## config.mk

```make
export PLATFORM = sky130hd
export DESIGN_NAME = prog_clk_divider
export DESIGN_NICKNAME = d
export VERILOG_FILES = /design/src/rtl/clkdiv_pkg.sv /design/src/rtl/clkdiv_channel.sv /design/src/rtl/prog_clk_divider.sv
export SDC_FILE = /design/constraint.sdc
export NUM_CORES = 1
export LEC_CHECK = 0
export CORE_MARGIN = 3
export CORE_UTILIZATION = 67
export DETAILED_ROUTE_END_ITERATION = 16
export PLACE_DENSITY = 0.86
export SLEW_MARGIN = 20
export SYNTH_ARGS = -nofsm -noshare
export SYNTH_HDL_FRONTEND = slang
export SYNTH_SLANG_ARGS = --single-unit
```

## constraint.sdc

```tcl
create_clock -name clk_in -period 29 [get_ports clk_in]
set_input_delay 2.9 -clock clk_in [delete_from_list [all_inputs] [get_ports clk_in]]
set_output_delay 2.9 -clock clk_in [all_outputs]
set_load 0.1 [all_outputs]
```

## src/rtl/clkdiv_pkg.sv

```systemverilog
// Shared defaults for the programmable clock divider: channel count, counter
// width, reset half-periods and common half-period constants at 100 MHz.
package clkdiv_pkg;

    localparam int DEF_N_CH  = 4;
    localparam int DEF_CNT_W = 27;

    // Half-period in clk_in cycles, 100 MHz input
    localparam logic [DEF_CNT_W-1:0] HALF_50HZ = 27'd1_000_000;
    localparam logic [DEF_CNT_W-1:0] HALF_30HZ = 27'd1_666_667;
    localparam logic [DEF_CNT_W-1:0] HALF_10HZ = 27'd5_000_000;
    localparam logic [DEF_CNT_W-1:0] HALF_1HZ  = 27'd50_000_000;

    // Packed ch3..ch0
    localparam logic [DEF_N_CH*DEF_CNT_W-1:0] DEF_HALF_INIT =
        {HALF_1HZ, 27'd5, 27'd2, 27'd1};

endpackage

```

## src/rtl/clkdiv_channel.sv

```systemverilog
// One divider channel: up-counter against the active half-period, with a
// shadow register so ratio changes only take effect on a toggle.
module clkdiv_channel
    import clkdiv_pkg::*;
#(
    parameter int               CNT_W = DEF_CNT_W,
    parameter logic [CNT_W-1:0] DEF   = '0
) (
    input  logic             clk_in,
    input  logic             reset,
    input  logic             en,
    input  logic             sync_clr,
    input  logic             wr,
    input  logic [CNT_W-1:0] wr_half,
    output logic             clk_out,
    output logic             tick
);

    logic [CNT_W-1:0] cnt;
    logic [CNT_W-1:0] h_act;
    logic [CNT_W-1:0] h_shd;
    logic             last;

    // h_act is never zero: reset values and accepted writes are nonzero
    assign last = (cnt == h_act - 1'b1);

    always_ff @(posedge clk_in or posedge reset) begin
        if (reset) begin
            cnt     <= '0;
            h_act   <= DEF;
            h_shd   <= DEF;
            clk_out <= 1'b0;
            tick    <= 1'b0;
        end else begin
            if (wr) h_shd <= wr_half;
            if (sync_clr || !en) begin
                cnt     <= '0;
                clk_out <= 1'b0;
                tick    <= 1'b0;
                h_act   <= h_shd;
            end else if (last) begin
                cnt     <= '0;
                clk_out <= ~clk_out;
                tick    <= ~clk_out;
                h_act   <= h_shd;
            end else begin
                cnt  <= cnt + 1'b1;
                tick <= 1'b0;
            end
        end
    end

endmodule

```

## src/rtl/prog_clk_divider.sv

```systemverilog
// Multi-channel programmable clock divider: config write decode, sticky
// config error flag, and one clkdiv_channel per output.
module prog_clk_divider
    import clkdiv_pkg::*;
#(
    parameter int                      N_CH     = DEF_N_CH,
    parameter int                      CNT_W    = DEF_CNT_W,
    parameter logic [N_CH*CNT_W-1:0]   DEF_HALF = DEF_HALF_INIT
) (
    input  logic             clk_in,
    input  logic             reset,
    input  logic [N_CH-1:0]  en,
    input  logic             sync_clr,
    input  logic             cfg_we,
    input  logic [3:0]       cfg_ch,
    input  logic [CNT_W-1:0] cfg_half,
    output logic [N_CH-1:0]  clk_out,
    output logic [N_CH-1:0]  tick,
    output logic             cfg_err
);

    logic cfg_valid;

    assign cfg_valid = ({1'b0, cfg_ch} < 5'(N_CH)) && (cfg_half != '0);

    always_ff @(posedge clk_in or posedge reset) begin
        if (reset)                      cfg_err <= 1'b0;
        else if (cfg_we && !cfg_valid)  cfg_err <= 1'b1;
    end

    for (genvar i = 0; i < N_CH; i++) begin : g_ch
        clkdiv_channel #(
            .CNT_W (CNT_W),
            .DEF   (DEF_HALF[i*CNT_W +: CNT_W])
        ) u_ch (
            .clk_in   (clk_in),
            .reset    (reset),
            .en       (en[i]),
            .sync_clr (sync_clr),
            .wr       (cfg_we && cfg_valid && (cfg_ch == 4'(i))),
            .wr_half  (cfg_half),
            .clk_out  (clk_out[i]),
            .tick     (tick[i])
        );
    end

endmodule

```

==> metrics.md <==
| Metric | Value |
|---|---|
| Leak | `7.88 nW` |
| Placed wire-length estimate | `27.3 mm` |
| CTS max path bufs | `3` |
| Final Skew | `0.0113 ns` |
| Postcts setup bufs | `0` |
| GRT Util Overall | `29.3%` |
| Routability cong. | `0.931` |
| Worst-path clk slew | `0.06 ns` |
| Prevailing post-synth register cell | `dfrtp_1` |
| CP endpoint kind | `asynchronous set/reset pin` |
| N_diodes | `0` |
| Power per cell area | `71.4 nW/um^2` |
| Synth area leader | `dfrtp_1` |
| Hold depth | `1` |
| Vias in the first global route | `between 10k and 15k` |
| Routed len/inst | `approximately 21 um` |
| Post-Synthesis Cells | `1575` |
| Fillcell total | `1623` |
| Biggest cell delay along the critical path | `approximately 0.81 ns` |
| Initial drt markers | `1002` |
| Area growth syn-to-layout | `9.81%` |
| Worst slack at placement | `roughly 23 ns` |
| Peak VDD IR | `0.0548 mV` |
| Clk sink count | `333` |
| Initial antenna violation count | `0` |
| Antenna-violating nets left | `0` |
| Status | `completed` |
| Setup slack after layout | `approximately 24 ns` |
| Worst setup path start | `reset` |
| Hold-critical path endpoint | `g_ch[3].u_ch.tick` |
| Post-CTS Resized | `0` |
| Via density | `6.41` |
| XOR/XNOR share of the synthesized area | `12.0%` |
| Worst setup SP type | `input pin` |
| I/O Buffers | `47` |
| Reg2reg path depth | `9` |
| Library cells used by synthesis | `82` |
| Cts hold-fix bufs | `0` |
| Critical-path top delay cell | `buf_4` |
| EDFF count, synth | `0` |
| R2R Setup Slk | `roughly 24 ns` |
| Pre-Repair DR Iteration Count | `5` |
| Mapped cell area | `17400 sq um` |
| Critical Path Fanout Max | `approximately 130` |
| Max_slew headroom | `23.4%` |
| CTS Buf Count | `35` |
| Area contributors post-synth | `dfrtp_1 43%, mux2_2 13%, xnor2_1 6.0%` |
| Hold WC Path Type | `reg -> reg` |
| Reg2reg start | `g_ch[2].u_ch.h_act[8]` |
| Worst-skew pair later-pin latency | `around 0.52 ns` |
| Largest family of logic cells by synthesized area | `simple AND/OR/NAND/NOR gates` |
| Share of the synthesized area in the top cell type | `43.2%` |
| IO Count | `48` |
| Initial Util | `68.7%` |
| Max-slew violations | `0` |
| Die X | `between 150 and 200 um` |
| Setup tns final | `0 ns` |
| Grt total ovfl | `0` |
| CTS tree | `yes` |
| Fmax | `192 MHz` |
| Setup CP Type | `in -> async` |
| Residual DRC count | `0` |
| CP arrival | `5.76 ns` |
| Sequential-to-total area share from yosys stat | `48.0%` |
| Core Box Area | `between 20000 and 30000 sq um` |
| Final min period | `5.22 ns` |
| Compound-Gate Fraction of Synth Area | `4.60%` |
| Commonest non-fill, non-tap cells in the layout | `301 x dfrtp_1, 196 x mux2_2, 174 x nor2_1` |
| Syn Area/Cell | `11.1 sq um` |
| FFs w/ async S/R, synth | `100%` |
| Largest net degree at the start of global routing | `129` |
| Max Cap Viol | `0` |
| # setup viols final | `0` |
| Via count | `between 10k and 15k` |
| Tcrit/Tclk final | `18.0%` |
| Simple logic cell fraction of the synthesized area | `17.0%` |
| CP required | `between 20 and 30 ns` |
| Wirelength, routed | `about 40 mm` |
| Worst-path cell chain | `clkdlybuf4s50_1, inv_8, buf_4, buf_4` |
| DIE HEIGHT | `167 um` |
| Post-synthesis mux area share | `14.9%` |
| CP most frequent cell | `buf_4` |
| Row cnt | `58` |
| Nets | `1640` |
| Reg2reg end | `g_ch[2].u_ch.h_act[14]` |
| Total Power | `1.37 mW` |
| Root buffer cell | `clkbuf_16` |
| Ys Warns | `0` |
| RSZ-0062 raised after global routing | `false` |
| Fraction of layout cells with a size suffix above 1 | `20.6%` |
| Commonest non-fill, non-tap cell in the layout | `dfrtp_1` |
| Worst slew pin tran | `1.14 ns` |
| First-pass GRT wire length | `67.0 mm` |
| Synth Area in Adders | `less than 1%` |
| Synthesized net count | `1622` |
| Htree depth | `2` |
| Die area | `28000 sq um` |
| FF+latch count, synth | `333` |
| Worst Min Path Start | `g_ch[3].u_ch.clk_out` |
| Final Hold Fails | `0` |
## Yosys cell counts (5+ instances only)
cell type  count
mux2i_1        8
xnor2_1      119
mux2_4        20
nand3_1       53
ha_1           8
or2_2          5
and4_1        11
o21ai_0       12
or3_1         16
o31ai_1        5
clkbuf_1      40
nor3_1        49
a211oi_1       9
inv_1         24
nor4_1        39
dfstp_2       32
xor2_1       114
buf_2         12
nand2_1       66
nand2b_1      10
nand4b_1       5
or4_1         20
nor2b_1       13
a21oi_1       11
and2_1         8
o211ai_1       7
nor3b_1        9
buf_4         14
nor2_1       176
a31oi_1        8
dfrtp_1      301
nand4_1       42
o41ai_1        5
mux2_2       196
and3_1        25
## cells by family after synthesis
kind of cell,Yosys count
simple gates,568
compound gates,106
buf+inv,100
xor+xnor,235
mux,225
fa+ha+maj,8
flops,333
## final cells by class
| cell class | instances | area [sq um] | share of cell area (%) |
|---|---|---|---|
| sequential | 333 | 8370 | 43.7 |
| clock inverter | 12 | 118 | 0.614 |
| inverter | 24 | 97.6 | 0.509 |
| tap | 330 | 413 | 2.16 |
| multi-input combinational | 1142 | 8580 | 44.8 |
| clock buffer | 51 | 1030 | 5.37 |
| timing repair buffer | 57 | 546 | 2.85 |
## worst max-delay path by stage
| stage | cells after the start | slack [ns] | to |
|---|---|---|---|
| 2_1_floorplan | 1 | 16.93 | cfg_err |
| 3_3_place_gp | 4 | 23.20 | g_ch[0].u_ch.clk_out |
| 3_5_place_dp | 4 | 23.11 | g_ch[1].u_ch.h_act[15] |
| 4_1_cts | 4 | 23.66 | g_ch[0].u_ch.cnt[6] |
| 5_1_grt | 4 | 23.39 | g_ch[0].u_ch.cnt[10] |
| 6_report | 4 | 23.78 | g_ch[0].u_ch.cnt[11] |
## critical path, delay by kind of cell
kind | cells | cell delay, ns
buf+inv | 4 | 2.71
## layer usage
layer	part of all wire, %	GRT usage (%)	vias up
met4	3.8	10.0	0
li1	-	-	5649
met2	48	47.7	460
met1	43	40.5	6271
met5	0	0	-
met3	5.6	4.91	118
## stage by stage
stage,util [%],area (sq um),hold slack (ns),cells
after floorplan,-,17400,0.455,1575
after global placement,70.9,18000,0.472,1886
after detailed placement,70.9,18000,0.469,1886
after CTS,75.4,19200,0.501,1949
after global routing,75.4,19200,0.518,1949
final,75.4,19200,0.500,1949
## power breakdown
part | total [mW] | switching, mW | internal, mW
clock network | 0.449 | 0.184 | 0.265
registers | 0.648 | 0.0996 | 0.548
logic | 0.269 | 0.128 | 0.142
## sequential cells by signal, indices dropped and copies added (netlist names)
name               cells
g_ch.u_ch.clk_out      4
g_ch.u_ch.cnt        108
cfg_err                1
g_ch.u_ch.tick         4
g_ch.u_ch.h_shd      108
g_ch.u_ch.h_act      108
Note: power is estimated with default switching activity, not from simulation.
